**src/rtl/uart_rx.sv**
```systemverilog
// uart_rx: 8N1 serial receiver with a hold-until-acknowledged byte handshake.
// Ports:
//   clk         system clock, rising edge
//   reset       asynchronous active-high reset
//   rxd         serial input, idle high, asynchronous to clk
//   rx_data     last accepted byte, stable while rx_valid=1
//   rx_valid    byte available; cleared the cycle after rx_ack
//   rx_ack      consumer has taken rx_data (ignored when rx_valid=0)
//   busy        receiver is not idle
//   frame_err   sticky: stop bit sampled low
//   overrun_err sticky: byte completed while previous byte still unacknowledged
//   err_clear   clears both sticky error flags
module uart_rx #(
  parameter int unsigned CLKS_PER_BIT = 868,
  parameter int unsigned CNT_W        = 16
) (
  input  logic       clk,
  input  logic       reset,
  input  logic       rxd,
  output logic [7:0] rx_data,
  output logic       rx_valid,
  input  logic       rx_ack,
  output logic       busy,
  output logic       frame_err,
  output logic       overrun_err,
  input  logic       err_clear
);

  localparam logic [CNT_W-1:0] HALF_CNT = CNT_W'(CLKS_PER_BIT / 2 - 1);
  localparam logic [CNT_W-1:0] FULL_CNT = CNT_W'(CLKS_PER_BIT - 1);

  typedef enum logic [2:0] {
    S_IDLE,
    S_START,
    S_DATA,
    S_STOP,
    S_BREAK
  } state_t;

  state_t           state, state_nx;
  logic             rxd_m, rxd_s;
  logic [CNT_W-1:0] cnt, cnt_nx;
  logic [2:0]       bit_idx, bit_idx_nx;
  logic [7:0]       shift, shift_nx;
  logic [7:0]       rx_data_nx;
  logic             rx_valid_nx, busy_nx, frame_err_nx, overrun_err_nx;

  // Two-flop synchronizer; presets high so reset release never looks like a start bit.
  always_ff @(posedge clk or posedge reset) begin
    if (reset) begin
      rxd_m <= 1'b1;
      rxd_s <= 1'b1;
    end else begin
      rxd_m <= rxd;
      rxd_s <= rxd_m;
    end
  end

  // State and output registers.
  always_ff @(posedge clk or posedge reset) begin
    if (reset) begin
      state       <= S_IDLE;
      cnt         <= '0;
      bit_idx     <= '0;
      shift       <= '0;
      rx_data     <= '0;
      rx_valid    <= 1'b0;
      busy        <= 1'b0;
      frame_err   <= 1'b0;
      overrun_err <= 1'b0;
    end else begin
      state       <= state_nx;
      cnt         <= cnt_nx;
      bit_idx     <= bit_idx_nx;
      shift       <= shift_nx;
      rx_data     <= rx_data_nx;
      rx_valid    <= rx_valid_nx;
      busy        <= busy_nx;
      frame_err   <= frame_err_nx;
      overrun_err <= overrun_err_nx;
    end
  end

  // Next-state, datapath and flag logic. Handshake/clear are applied first so
  // that byte acceptance and error setting in the same cycle take priority.
  always_comb begin
    state_nx       = state;
    cnt_nx         = cnt;
    bit_idx_nx     = bit_idx;
    shift_nx       = shift;
    rx_data_nx     = rx_data;
    rx_valid_nx    = rx_valid;
    frame_err_nx   = frame_err;
    overrun_err_nx = overrun_err;

    if (rx_valid && rx_ack) rx_valid_nx = 1'b0;
    if (err_clear) begin
      frame_err_nx   = 1'b0;
      overrun_err_nx = 1'b0;
    end

    case (state)
      S_IDLE: begin
        cnt_nx = '0;
        if (!rxd_s) state_nx = S_START;
      end
      S_START: begin
        if (cnt == HALF_CNT) begin
          cnt_nx     = '0;
          bit_idx_nx = '0;
          state_nx   = rxd_s ? S_IDLE : S_DATA;
        end else begin
          cnt_nx = cnt + CNT_W'(1);
        end
      end
      S_DATA: begin
        if (cnt == FULL_CNT) begin
          cnt_nx            = '0;
          shift_nx[bit_idx] = rxd_s;
          bit_idx_nx        = bit_idx + 3'd1;
          if (bit_idx == 3'd7) state_nx = S_STOP;
        end else begin
          cnt_nx = cnt + CNT_W'(1);
        end
      end
      S_STOP: begin
        if (cnt == FULL_CNT) begin
          cnt_nx = '0;
          if (rxd_s) begin
            // Returning to IDLE at mid stop bit leaves half a bit of margin for the next start.
            state_nx = S_IDLE;
            if (!rx_valid || rx_ack) begin
              rx_data_nx  = shift;
              rx_valid_nx = 1'b1;
            end else begin
              overrun_err_nx = 1'b1;
            end
          end else begin
            frame_err_nx = 1'b1;
            state_nx     = S_BREAK;
          end
        end else begin
          cnt_nx = cnt + CNT_W'(1);
        end
      end
      S_BREAK: begin
        // Hold off until the line idles so a stuck-low line reports one error only.
        cnt_nx = '0;
        if (rxd_s) state_nx = S_IDLE;
      end
      default: begin
        cnt_nx   = '0;
        state_nx = S_IDLE;
      end
    endcase

    busy_nx = (state_nx != S_IDLE);
  end

endmodule

```
**config.mk**
```make
export PLATFORM = sky130hd
export DESIGN_NAME = uart_rx
export DESIGN_NICKNAME = d
export VERILOG_FILES = /design/src/rtl/uart_rx.sv
export SDC_FILE = /design/constraint.sdc
export NUM_CORES = 1
export LEC_CHECK = 0
export BUFFER_PORTS_ARGS = -buffer_cell sky130_fd_sc_hd__buf_4
export CORE_ASPECT_RATIO = 1.2
export CORE_MARGIN = 1.5
export CORE_UTILIZATION = 35
export DETAILED_ROUTE_END_ITERATION = 8
export GPL_ROUTABILITY_DRIVEN = 0
export HOLD_SLACK_MARGIN = 0.03
export SLEW_MARGIN = 0
export SYNTH_ARGS = -nofsm -noshare
export SYNTH_HDL_FRONTEND = slang
export SYNTH_SLANG_ARGS = --single-unit
```
**constraint.sdc**
```tcl
create_clock -name clk -period 2.76 [get_ports clk]
set_input_delay 0.552 -clock clk [delete_from_list [all_inputs] [get_ports clk]]
set_output_delay 0.552 -clock clk [all_outputs]
set_load 0.05 [all_outputs]
```
# Yosys cells after proc, flatten, opt, wreduce, memory -nomap -nowiden
# Cells that the tools add are included.
[op_classes]
add_sub_neg = 2
n_lt_le_gt_ge = 2
eq_ne = 9
mux = 32
reduce_logical = 11
[ops]
columns = ["operator", "n"]
rows = [
  ["2-to-1 mux 16 bit", 2],
  ["case mux 16 bit (2 select lines)", 1],
  ["2-to-1 mux 3 bit", 9],
  ["adder 16 x 1 -> 16 bit (second input constant)", 1],
  ["== test 16 x 10 -> 1 bit (second input constant)", 1],
  ["== test 16 x 9 -> 1 bit (second input constant)", 1],
  ["2-to-1 mux 1 bit", 15],
  ["case mux 3 bit (5 select lines)", 1],
  ["bitwise mux 8 bit", 1],
  ["== test 3 x 2 -> 1 bit (second input constant)", 2],
  ["== test 3 bit (second input constant)", 2],
  ["case mux 3 bit (2 select lines)", 1],
  ["< comparator 3 x 4 -> 1 bit (second input constant)", 1],
  ["!= test 2 bit (second input constant)", 2],
  ["AND reduction 4 bit", 1],
  ["adder 3 x 1 -> 3 bit (second input constant)", 1],
  ["demux 1 bit (select 3 bit)", 1],
  ["== test 3 x 1 -> 1 bit (second input constant)", 1],
  [">= comparator 3 x 1 -> 1 bit (second input constant)", 1],
  ["zero test 3 bit", 1],
  ["AND reduction 3 bit", 1],
  ["nonzero test 3 bit", 1],
  ["logical AND 1 bit", 2],
  ["2-to-1 mux 2 bit", 1],
  ["other kinds (5)", 5],
]
[word_totals]
register_bits = 44
inputBits = 5
output_inout_bits = 12
wordCells = 67

# Longest topological paths before layout
# Gate-level depths: netlist of run 1.
[logic_depth]
depth_word = 6
ltp_mapped = 8
mapped_depth_nobuf = 7

# Worst setup path before layout of run 1
# OpenSTA, ideal clock, no wires.
[synth_path]
path_type = "reg-to-reg"
from = "register cnt[12]"
to = "register shift[2]"
setup_time_ns = 0.125
t_arrival_ns = 2.117
t_required_ns = 2.635
slack_ns = 0.518
stages_incl_launch_ff = 6
path_buffers = 0
synth_period_minus_slack_ns = 2.242
path_cell_list = "dfrtp_1 > or4_4 > nor4_4 > nand2_1 > nor4b_1 > mux2_2"
[synth_via]
elab_chain_cells = 2
[synth_lines]
columns = ["element", "line_no", "rtl"]
rows = [
  ["from (decl)", "42", "logic [CNT_W-1:0] cnt, cnt_nx;"],
  ["from (signal assigned)", "73", "cnt <= cnt_nx;"],
  ["== test 16 x 10 -> 1 bit", "117", "if (cnt == FULL_CNT) begin"],
  ["AND reduction 2 bit (no source line)", "-", ""],
  ["to (signal assigned)", "75", "shift <= shift_nx;"],
  ["to (decl)", "44", "logic [7:0] shift, shift_nx;"],
]
# Every way passes these cells.
# A chain may end at the register's enable or synchronous reset.

# Worst setup path after layout of run 1
# Ends and elaborated chain as after synthesis.

==> key figures, run 1 <==
Place
  – Dpl ws: approximately 0.35 ns
  – Dpl hpwl: roughly 2300 µm
  – IO Port Bufs: 16

Timing
  – Setup ws final: ~0.36 ns
  – Max-slew violation count: 0
  – Final Cycle Share: 0.868
  – Slew Limit Headroom: 0.632
  – Skew final: approximately 0.003 ns
  – Crit path time final: 2.40 ns
  – Hold Fails Final Rpt: 0
  – Setup violations, final: 0
  – Worst slew pin tran: 0.552 ns
  – RSZ-0062 raised after global routing: false
  – Max Fclk: 417 MHz
  – TNS Setup: 0 ns
  – Hold_ws: roughly 0.37 ns

Floorplanning
  – CORE AREA: 5630 µm²
  – Die X: 72.7 µm
  – Die Y: 86.6 µm
  – I/O pin count: 17
  – Die area: around 6300 µm²
  – Site row count: 30
  – Initial core utilization: 0.362

Worst setup path
  – CP Launch Type: flop
  – Critical Path Fanout Max: 7
  – Critical path, cell by cell: or4_4 > nor4_4 > nand2_1 > nor4b_1 > mux2_2
  – Slowest Stage Delay on Critical Path: 0.57 ns
  – Crit end category: flop
  – Req. time, crit path: 2.94 ns
  – Arr. time, crit path: 2.57 ns
  – Crit path kind: flop to flop
  – Slowest CP cell: or4_4
  – RR Startpoint: cnt[12]
  – Crit. Startpoint: cnt[12]

Clocking
  – Num CTS Buffers: 5
  – TritonCTS clock tree: done
  – Resize count post-CTS: 0
  – Clock buffer depth: 2
  – Max H-tree Level: 2
  – Hold_buf cts: 0
  – Post-CTS setup buffers: 0
  – Clock sinks: 44
  – Root buffer cell: clkbuf_8
  – Clk_lat worst skew: 0.29 ns
  – Clock Pin Slew Worst Setup and Hold Paths: 0.07 ns

Hold path
  – Min-Delay Path Class: flop to flop
  – Hold_sp: rxd_m

Synthesis
  – Cells taking the most area after synthesis: dfrtp_1, mux2_2, nor2_1
  – Synth Flop Type: dfrtp_1
  – Net Count, Synth: 188
  – Cell taking the most area after synthesis: dfrtp_1
  – Post-synthesis mux area share: 0.0939
  – Seq/Total Area, Yosys: 0.541
  – Syn Inst Count: ~180
  – Yosys reg bits: 44
  – Simple-gate portion of the synthesized area: 0.222
  – Distinct cells, synth: 36
  – Fraction of registers with async set/reset: 1.00
  – Largest family of logic cells by synthesized area: simple AND/OR/NAND/NOR gates
  – Avg Cell Area, Syn: 11.4 µm²
  – EDFF count, synth: 0
  – Yosys top cell area share: 0.516
  – Post-synthesis xor/xnor area fraction: 0.0602
  – Synth warn: 0
  – Compound-cell area share of the yosys netlist: 0.0338
  – Post-Synth Adder-Cell Area: 0.0246
  – Synthesized area: 2040 µm²

GRT
  – Grt ovf: 0
  – Initial antenna violation count: 0
  – Largest net degree at the start of global routing: 45
  – Vias in the first global route: 1352
  – Total GRT Usage: 0.125
  – First-pass GRT wire length: 6090 µm

Drt
  – WL per Instance: 12.9 µm
  – Vias after detailed routing: 1318
  – Antenna-violating nets left: 0
  – Detailed Route WL: 3370 µm
  – Drt drc: 0
  – DRT Pass-1 Iters: 4
  – Vias per cell: 5.07
  – Initial DRC Count: 94

Finish
  – Inserted Diodes: 0
  – Final Util: 0.407
  – Area Growth Syn to Fin: 12.5%
  – Nets: 205
  – Ratio of cells with drive above 1 in the final layout: 0.250

Status
  – Outcome: finished, final reports clean

Power and ir drop
  – Power per cell area: 455 nW/µm²
  – Lkg Pwr: ~1.1 nW
  – VDD IR-drop max: 0.150 mV

Job
  – Max_cap viols: 0
==> sequential cells by signal, summed over array words and instances, names as in the netlist <==
signal / count
rxd_s: 1
rxd_m: 1
shift: 8
busy: 1
frame_err: 1
state: 3
rx_valid: 1
overrun_err: 1
bit_idx: 3
cnt: 16
rx_data: 8
==> per-layer routing <==
| metal | global-route usage | part of all wire |
|---|---|---|
| met3 | 0.0384 | 0.020 |
| met5 | 0 | 0 |
| met4 | 0.0412 | 0.014 |
| met2 | 0.218 | 0.53 |
| met1 | 0.145 | 0.44 |
==> layout by cell type (no fill, tap or decap), types with 5 or more instances in the layout <==
master / Yosys / routed
nand3_1: 6 / 6
xnor2_1: 6 / 6
mux2_2: 17 / 17
nand4_1: 5 / 5
nor2_1: 28 / 28
xor2_1: 8 / 8
nand2_1: 10 / 10
clkbuf_8: 0 / 5
dfrtp_1: 42 / 42
buf_4: 0 / 17
==> where the power goes <==
part | internal (W) | switching (W)
combinational | 0.00000536 | 0.0000139
clock | 0.000172 | 0.000201
sequential | 0.000647 | 0.00000357
==> cells in the mapped netlist, drive strengths merged (4+ instances only) <==
| library cell | number |
|---|---|
| buf | 4 |
| dfrtp | 42 |
| ha | 4 |
| inv | 5 |
| mux2 | 17 |
| nand2 | 10 |
| nand3 | 7 |
| nand4 | 5 |
| nor2 | 28 |
| xnor2 | 6 |
| xor2 | 8 |
==> kinds of logic after synthesis <==
logic type | count (synthesis)
mux | 17
buf+inv | 12
xor+xnor | 14
compound gates | 9
flops | 44
simple gates | 79
fa+ha+maj | 4
==> per-stage QoR <==
| stage | cell area [µm²] | std cells | power (W) |
|---|---|---|---|
| floorplan | 2040 | 179 | 0.000673 |
| global placement | 2210 | 253 | 0.000684 |
| detailed placement | 2210 | 253 | 0.000684 |
| CTS | 2290 | 260 | 0.00107 |
| global route | 2290 | 260 | 0.00109 |
| finish | 2290 | 260 | 0.00104 |
==> layout make-up <==
type | instances | area, µm²
clock buffer | 6 | 72.6
tap | 64 | 80.1
inverter | 5 | 18.8
fill | 541 | 3340
sequential | 44 | 1100
clock inverter | 1 | 5.00
multi-input combinational | 123 | 885
timing repair buffer | 17 | 128
==> worst paths after layout <==
kind	to	depth (start not counted)	slack [ns]
hold reg to reg	rxd_s	0	0.37
setup reg to reg	shift[2]	5	0.36
hold / removal	rxd_s	0	0.37
min in group asynchronous	cnt[8]	3	0.39
setup / recovery	shift[2]	5	0.36
max in group asynchronous	rxd_m	3	1.98
==> critical path, delay by kind of cell, from the launching register on <==
family           cells  cell delay (ns)
DFF                  1             0.41
muxes                1             0.37
and+or+nand+nor      4             1.50
Note: power is estimated with default switching activity, not from simulation.
==> run 2, diff against run 1 <==
- RECOVER_POWER: default -> 50
==> run 2 against run 1 <==
Compared with the run above: sequential cell count is the same; register-to-register slack about the same; sequential power hardly changed; critical path depth is the same; wire length grew 0.12%.
==> key figures, run 2 (synthesis results as in run 1) <==
Status
  – Outcome: finished, final reports clean

Power and ir drop
  – Lkg Pwr: 1.06 nW (-1.6%)
  – VDD IR-drop max: 0.150 mV (about the same)
  – Power per cell area: 458 nW/µm² (+0.71%)

Timing
  – Worst slew pin tran: 1.08 ns (+0.528 ns)
  – Setup ws final: 0.364 ns (unchanged)
  – Max-slew violation count: 0 (unchanged)
  – Setup violations, final: 0 (unchanged)
  – Hold_ws: 0.366 ns (unchanged)
  – RSZ-0062 raised after global routing: false
  – TNS Setup: 0 ns (unchanged)
  – Max Fclk: 417 MHz (unchanged)
  – Skew final: 0.00299 ns (-0.00000592 ns)
  – Slew Limit Headroom: 0.280 (-0.352)
  – Hold Fails Final Rpt: 0 (unchanged)
  – Final Cycle Share: 0.868 (unchanged)
  – Crit path time final: 2.40 ns (unchanged)

Worst setup path
  – Arr. time, crit path: 2.57 ns (about the same)
  – Crit end category: flop
  – CP Launch Type: flop
  – R2R Setup Slk: 0.36 ns (about the same)
  – Worst reg-to-reg path cell count: 5 (unchanged)
  – Crit path kind: flop to flop
  – RR Startpoint: cnt[12]
  – Req. time, crit path: 2.94 ns (about the same)
  – Critical Path Fanout Max: 7 (unchanged)
  – R2R Path End: shift[2]

Drt
  – Drt drc: 0 (unchanged)
  – Antenna-violating nets left: 0 (unchanged)
  – WL per Instance: 13.0 µm (+0.12%)
  – Vias after detailed routing: 1318 (unchanged)
  – Vias per cell: 5.07 (unchanged)
  – DRT Pass-1 Iters: 4 (unchanged)
  – Initial DRC Count: 92 (-2.1%)
  – Detailed Route WL: 3370 µm (+0.12%)

GRT
  – Grt ovf: 0 (unchanged)
  – Largest net degree at the start of global routing: 45 (unchanged)
  – Vias in the first global route: 1352 (unchanged)
  – Total GRT Usage: 0.125 (unchanged)
  – Initial antenna violation count: 0 (unchanged)
  – First-pass GRT wire length: 6090 µm (unchanged)

Clocking
  – Clock sinks: 44 (unchanged)
  – Post-CTS setup buffers: 0 (unchanged)
  – Root buffer cell: clkbuf_8
  – Clock Pin Slew Worst Setup and Hold Paths: 0.07 ns (about the same)
  – Max H-tree Level: 2 (unchanged)
  – Resize count post-CTS: 0 (unchanged)
  – Clk_lat worst skew: 0.29 ns (about the same)
  – Clock buffer depth: 2 (unchanged)
  – TritonCTS clock tree: done
  – Hold_buf cts: 0 (unchanged)
  – Num CTS Buffers: 5 (unchanged)

Job
  – Max_cap viols: 0 (unchanged)

Floorplanning
  – I/O pin count: 17 (unchanged)
  – Site row count: 30 (unchanged)
  – CORE AREA: 5630 µm² (unchanged)
  – Die area: 6290 µm² (unchanged)
  – Die X: 72.7 µm (unchanged)
  – Initial core utilization: 0.362 (unchanged)
  – Die Y: 86.6 µm (unchanged)

Finish
  – Largest register FFs: 16 (unchanged)
  – Ratio of cells with drive above 1 in the final layout: 0.230 (-0.0204)
  – Commonest cells after routing, fill and taps aside: dfrtp_1, nor2_1, mux2_2, nand2_1, buf_4
  – Inserted Diodes: 0 (unchanged)
  – Most common cell after layout, fill and taps aside: dfrtp_1
  – Largest registers: cnt (16), rx_data (8), shift (8)
  – Top reg by flops: cnt
  – Nets: 205 (unchanged)
  – Layout Cells excl Fill: 260 (unchanged)
  – Area Growth Syn to Fin: 11.6%
  – Final instance area: 2270 µm² (-0.76%)

Hold path
  – WHS Path Cells: 0 (unchanged)
  – Min-Delay Path Class: flop to flop
  – Hold_sp: rxd_m
  – Hold path endpoint: rxd_s

Place
  – Placed cell count: 253 (unchanged)
  – IO Port Bufs: 16 (unchanged)
  – Dpl ws: 0.352 ns (unchanged)
  – Placed Instance Area: 2210 µm² (unchanged)
  – Dpl hpwl: 2340 µm (unchanged)
run 2: cell count changes in the layout (fill, tap and decap cells not counted):
cell	previous run	this run
buf_4	17	10
clkbuf_1	1	5
clkbuf_2	0	1
clkbuf_4	0	2
run 2: worst max path at each step:
stage | startpoint | end | slack, ns | cells after the start
after CTS | cnt[12] | shift[2] | 0.34 | 5
final | cnt[12] | shift[2] | 0.36 | 5
after floorplan | cnt[12] | shift[2] | 0.52 | 5
after detailed placement | cnt[12] | shift[2] | 0.35 | 5
after global placement | cnt[12] | shift[2] | 0.40 | 5
after global routing | cnt[12] | shift[2] | 0.21 | 5
run 2: layer usage:
layer | GRT usage | vias up | wire, µm
met2 | 0.218 | 14 | 1770
met3 | 0.0384 | 5 | 69
met5 | 0 | - | 0
met1 | 0.145 | 642 | 1480
met4 | 0.0412 | 0 | 46
li1 | - | 657 | -
run 2: critical path, stage by stage, from the launching register on:
cell,delay [ns]
dfrtp_1,0.41
or4_4,0.57
nor4_4,0.41
nand2_1,0.18
nor4b_1,0.34
mux2_2,0.37
run 2: report_power, final:
| group | switching [W] | total, W | internal (W) |
|---|---|---|---|
| registers | 0.00000357 | 0.000650 | 0.000647 |
| clock network | 0.000201 | 0.000373 | 0.000172 |
| logic | 0.0000139 | 0.0000186 | 0.00000472 |
run 2: cell type report:
type	count	area [µm²]
clock buffers	6	72.6
inverters	5	18.8
flip-flops and latches	44	1100
fillers	548	3360
clock inverters	1	5.00
multi-input cells	123	885
well taps	64	80.1
repair buffers	17	110
run 2: per-stage QoR:
stage | power, W | utilization
after floorplan | 0.000673 | -
after global placement | 0.000684 | 0.393
after detailed placement | 0.000684 | 0.393
after CTS | 0.00107 | 0.407
after global routing | 0.00109 | 0.404
final | 0.00104 | 0.404
==> run 3, diff against run 2 <==
- ABC_AREA: default -> 1
- CAP_MARGIN: default -> 20
- clock period: 2.76 -> 2.75 ns (I/O delays scaled with it)
==> run 3 against run 2 <==
Compared with the run above: design area is 16% higher; synthesized cell count rose by 63%; die area is 14% higher; power increased by 12%; critical path type unchanged; critical path depth up 1; wire length grew 38%; worst setup slack better by 0.54 ns; cell count grew 53%; worst hold slack worse by 0.017 ns; largest cell class unchanged; combinational power up 7%.
==> key figures, run 3 <==
Drt
  – DRT Pass-1 Iters: 4 (unchanged)
  – Detailed Route WL: 4650 µm (+38%)
  – Antenna-violating nets left: 0 (unchanged)
  – Post-Route M1 WL: 2110 µm (+43%)
  – Initial DRC Count: 52 (-43%)
  – WL per Instance: 11.7 µm (-10%)
  – Met2 Wirelength: 2330 µm (+31%)
  – Vias per cell: 4.63 (-8.6%)
  – Max Used Layer: met4
  – Vias after detailed routing: 1849 (+40%)
  – Drt drc: 0 (unchanged)
  – Detail Route met3 WL: 149 µm (+120%)

Worst setup path
  – Bufs and invs on worst path: 0 (unchanged)
  – Arr. time, crit path: 1.99 ns (-0.58 ns)
  – Critical path depth: 6 (+1)
  – R2R Setup Slk: 0.91 ns (+0.54 ns)
  – CP Launch Type: flop
  – Crit path kind: flop to flop
  – Req. time, crit path: 2.90 ns (-0.04 ns)
  – Crit. Startpoint: cnt[0]
  – R2R Path End: cnt[4]
  – Critical path, cell by cell: ha_1 > nand2_1 > nor2_1 > nand2_2 > nand3_1 > a21oi_1
  – Slowest Stage Delay on Critical Path: 0.43 ns (-0.14 ns)
  – Top delay family on crit path: simple AND/OR/NAND/NOR gates
  – Crit path to: cnt[4]
  – Critical Path Fanout Max: 13 (+6)
  – Crit end category: flop
  – Worst reg-to-reg path cell count: 6 (+1)
  – Slowest CP cell: nand3_1
  – RR Startpoint: cnt[0]

Clocking
  – TritonCTS clock tree: done
  – Root buffer cell: clkbuf_8
  – Clock sinks: 44 (unchanged)
  – Clock Pin Slew Worst Setup and Hold Paths: 0.09 ns (+0.02 ns)
  – Clk_lat worst skew: 0.30 ns (about the same)
  – Num CTS Buffers: 5 (unchanged)
  – Max H-tree Level: 2 (unchanged)
  – Post-CTS setup buffers: 0 (unchanged)
  – Resize count post-CTS: 0 (unchanged)
  – Hold_buf cts: 0 (unchanged)
  – Clock buffer depth: 2 (unchanged)

Synthesis
  – Synth warn: 0 (unchanged)
  – Synth Flop Type: dfrtp_1
  – Synthesized area: 2330 µm² (+14%)
  – Most frequent cell after synthesis: nand2_1
  – Fraction of registers with async set/reset: 1.00 (unchanged)
  – Net Count, Synth: 301 (+60%)
  – Distinct cells, synth: 27 (-25%)
  – Yosys reg bits: 44 (unchanged)
  – Cells taking the most area after synthesis: dfrtp_1, nand2_1, inv_1
  – Syn Inst Count: 292 (+63%)
  – Compound-cell area share of the yosys netlist: 0.100 (+0.0667)
  – Yosys top cell area share: 0.451 (-0.0645)
  – Cell taking the most area after synthesis: dfrtp_1
  – Simple-gate portion of the synthesized area: 0.296 (+0.0743)
  – Avg Cell Area, Syn: 7.98 µm² (-30%)
  – Largest family of logic cells by synthesized area: simple AND/OR/NAND/NOR gates
  – Commonest cells post-synth: nand2_1, dfrtp_1, inv_1
  – EDFF count, synth: 0 (unchanged)
  – Post-synthesis xor/xnor area fraction: 0.0226 (-0.0376)
  – Post-synthesis mux area share: 0 (-0.0939)
  – Post-Synth Adder-Cell Area: 0.0215 (-0.00307)
  – Seq/Total Area, Yosys: 0.474 (-0.0678)

Timing
  – Hold Fails Final Rpt: 0 (unchanged)
  – TNS Setup: 0 ns (unchanged)
  – Final Cycle Share: 0.670 (-0.198)
  – Max-slew violation count: 0 (unchanged)
  – Slew Limit Headroom: 0.276 (-0.00331)
  – RSZ-0062 raised after global routing: false
  – Crit path time final: 1.84 ns (-0.554 ns)
  – Setup violations, final: 0 (unchanged)
  – Skew final: 0.00761 ns (+0.00462 ns)
  – Worst slew pin tran: 1.09 ns (+0.00497 ns)
  – Max Fclk: 543 MHz (+30%)

Finish
  – Largest registers: cnt (16), rx_data (8), shift (8)
  – Layout Cells excl Fill: 399 (+53%)
  – Largest register FFs: 16 (unchanged)
  – Inserted Diodes: 0 (unchanged)
  – Top reg by flops: cnt
  – Area of the multi-input gates: 1030 µm² (+16%)
  – Nets: 322 (+57%)
  – Sequential Area: 1100 µm² (unchanged)
  – Fillers: 673 (+23%)
  – Commonest cells after routing, fill and taps aside: nand2_1, dfrtp_1, inv_1, nor2_1, nand3_1
  – Final instance area: 2630 µm² (+16%)
  – Area Growth Syn to Fin: 12.9%
  – Most common cell after layout, fill and taps aside: nand2_1
  – Ratio of cells with drive above 1 in the final layout: 0.156 (-0.0735)

Job
  – Max_cap viols: 0 (unchanged)

Floorplanning
  – Die Y: 92.4 µm (+6.7%)
  – Site row count: 32 (+6.7%)
  – I/O pin count: 17 (unchanged)
  – Die X: 77.5 µm (+6.6%)
  – CORE AREA: 6450 µm² (+14%)
  – Initial core utilization: 0.361 (-0.000587)
  – Die area: 7160 µm² (+14%)

Power and ir drop
  – Power per cell area: 444 nW/µm² (-3.2%)
  – Tot Pwr: 0.00117 W (+12%)
  – Internal power: 0.000924 W (+12%)
  – Sw frac: 0.209 (-0.000772)
  – Lkg Pwr: 1.22 nW (+15%)
  – Psw: 0.000243 W (+12%)
  – Combinational power share: 0.017 (about the same)
  – Clock network fraction of design power: 0.425 (+0.067)
  – Reg power frac: 0.558 (-0.066)
  – VDD IR-drop max: 0.181 mV (+20%)

GRT
  – Grt ovf: 0 (unchanged)
  – Initial antenna violation count: 0 (unchanged)
  – Vias in the first global route: 1831 (+35%)
  – First-pass GRT wire length: 8090 µm (+33%)
  – Largest net degree at the start of global routing: 45 (unchanged)
  – Total GRT Usage: 0.142 (+0.0169)

Place
  – Placed cell count: 391 (+55%)
  – Placed Instance Area: 2540 µm² (+15%)
  – Dpl hpwl: 3390 µm (+45%)
  – IO Port Bufs: 16 (unchanged)

Status
  – Outcome: finished, final reports clean

Hold path
  – Min-Delay Path Class: flop to flop
## run 3: cell types whose count changed in the layout (fill, tap and decap cells not counted), moves of 10 or more
cell / delta
a21oi_1: +16
inv_1: +37
mux2_2: -17
nand2_1: +57
nand3_1: +22
o21ai_0: +10
## run 3: routing by layer
metal	global-route usage	vias to the layer above
met4	0.0439	0
met5	0	-
met1	0.166	845
met2	0.260	31
met3	0.0276	8
li1	-	965
## run 3: logic make-up after synthesis
| group | after synthesis |
|---|---|
| AND/OR/NAND/NOR | 150 |
| buffers and inverters | 49 |
| flip-flops | 44 |
| AO/OA/AOI/OAI | 39 |
| XOR/XNOR | 6 |
| adder cells (fa/ha/maj) | 4 |
## run 3: per-stage QoR
step           worst slack [ns]  utilization  hold slack, ns
5_1_grt                   0.722        0.408           0.344
6_report                  0.908        0.408           0.349
3_3_place_gp              0.980        0.394           0.346
3_5_place_dp              0.904        0.394           0.347
4_1_cts                   0.893        0.410           0.347
2_1_floorplan              1.17            -           0.345
## run 3: power groups by stage
| stage | combinational, W | sequential, W | clock (W) |
|---|---|---|---|
| after floorplan | 0.0000118 | 0.000663 | 0 |
| after global placement | 0.0000220 | 0.000664 | 0 |
| after detailed placement | 0.0000224 | 0.000664 | 0 |
| after CTS | 0.0000223 | 0.000651 | 0.000515 |
| after global routing | 0.0000245 | 0.000651 | 0.000540 |
| final | 0.0000199 | 0.000651 | 0.000496 |
## run 3: worst register-to-register path, delay by kind of cell (launching register included)
| kind | cells | cell delay [ns] |
|---|---|---|
| compound gates | 1 | 0.16 |
| fa+ha+maj | 1 | 0.26 |
| flops | 1 | 0.40 |
| simple gates | 4 | 0.88 |
## run 3: cell type report
class	instances	area share
clock buffer	6	0.0276
inverter	46	0.0661
sequential	44	0.419
multi-input combinational	199	0.390
timing repair buffer	17	0.0433
tap	85	0.0404
clock inverter	2	0.0133
## run 3: how the worst min path moves through the flow
stage	start	end	slack (ns)	cells past startpoint
floorplan	rxd_m	rxd_s	0.35	0
global placement	rxd_m	rxd_s	0.35	0
detailed placement	rxd_m	rxd_s	0.35	0
CTS	rxd	rxd_m	0.35	1
global route	rxd	rxd_m	0.34	1
finish	rxd_m	rxd_s	0.35	0
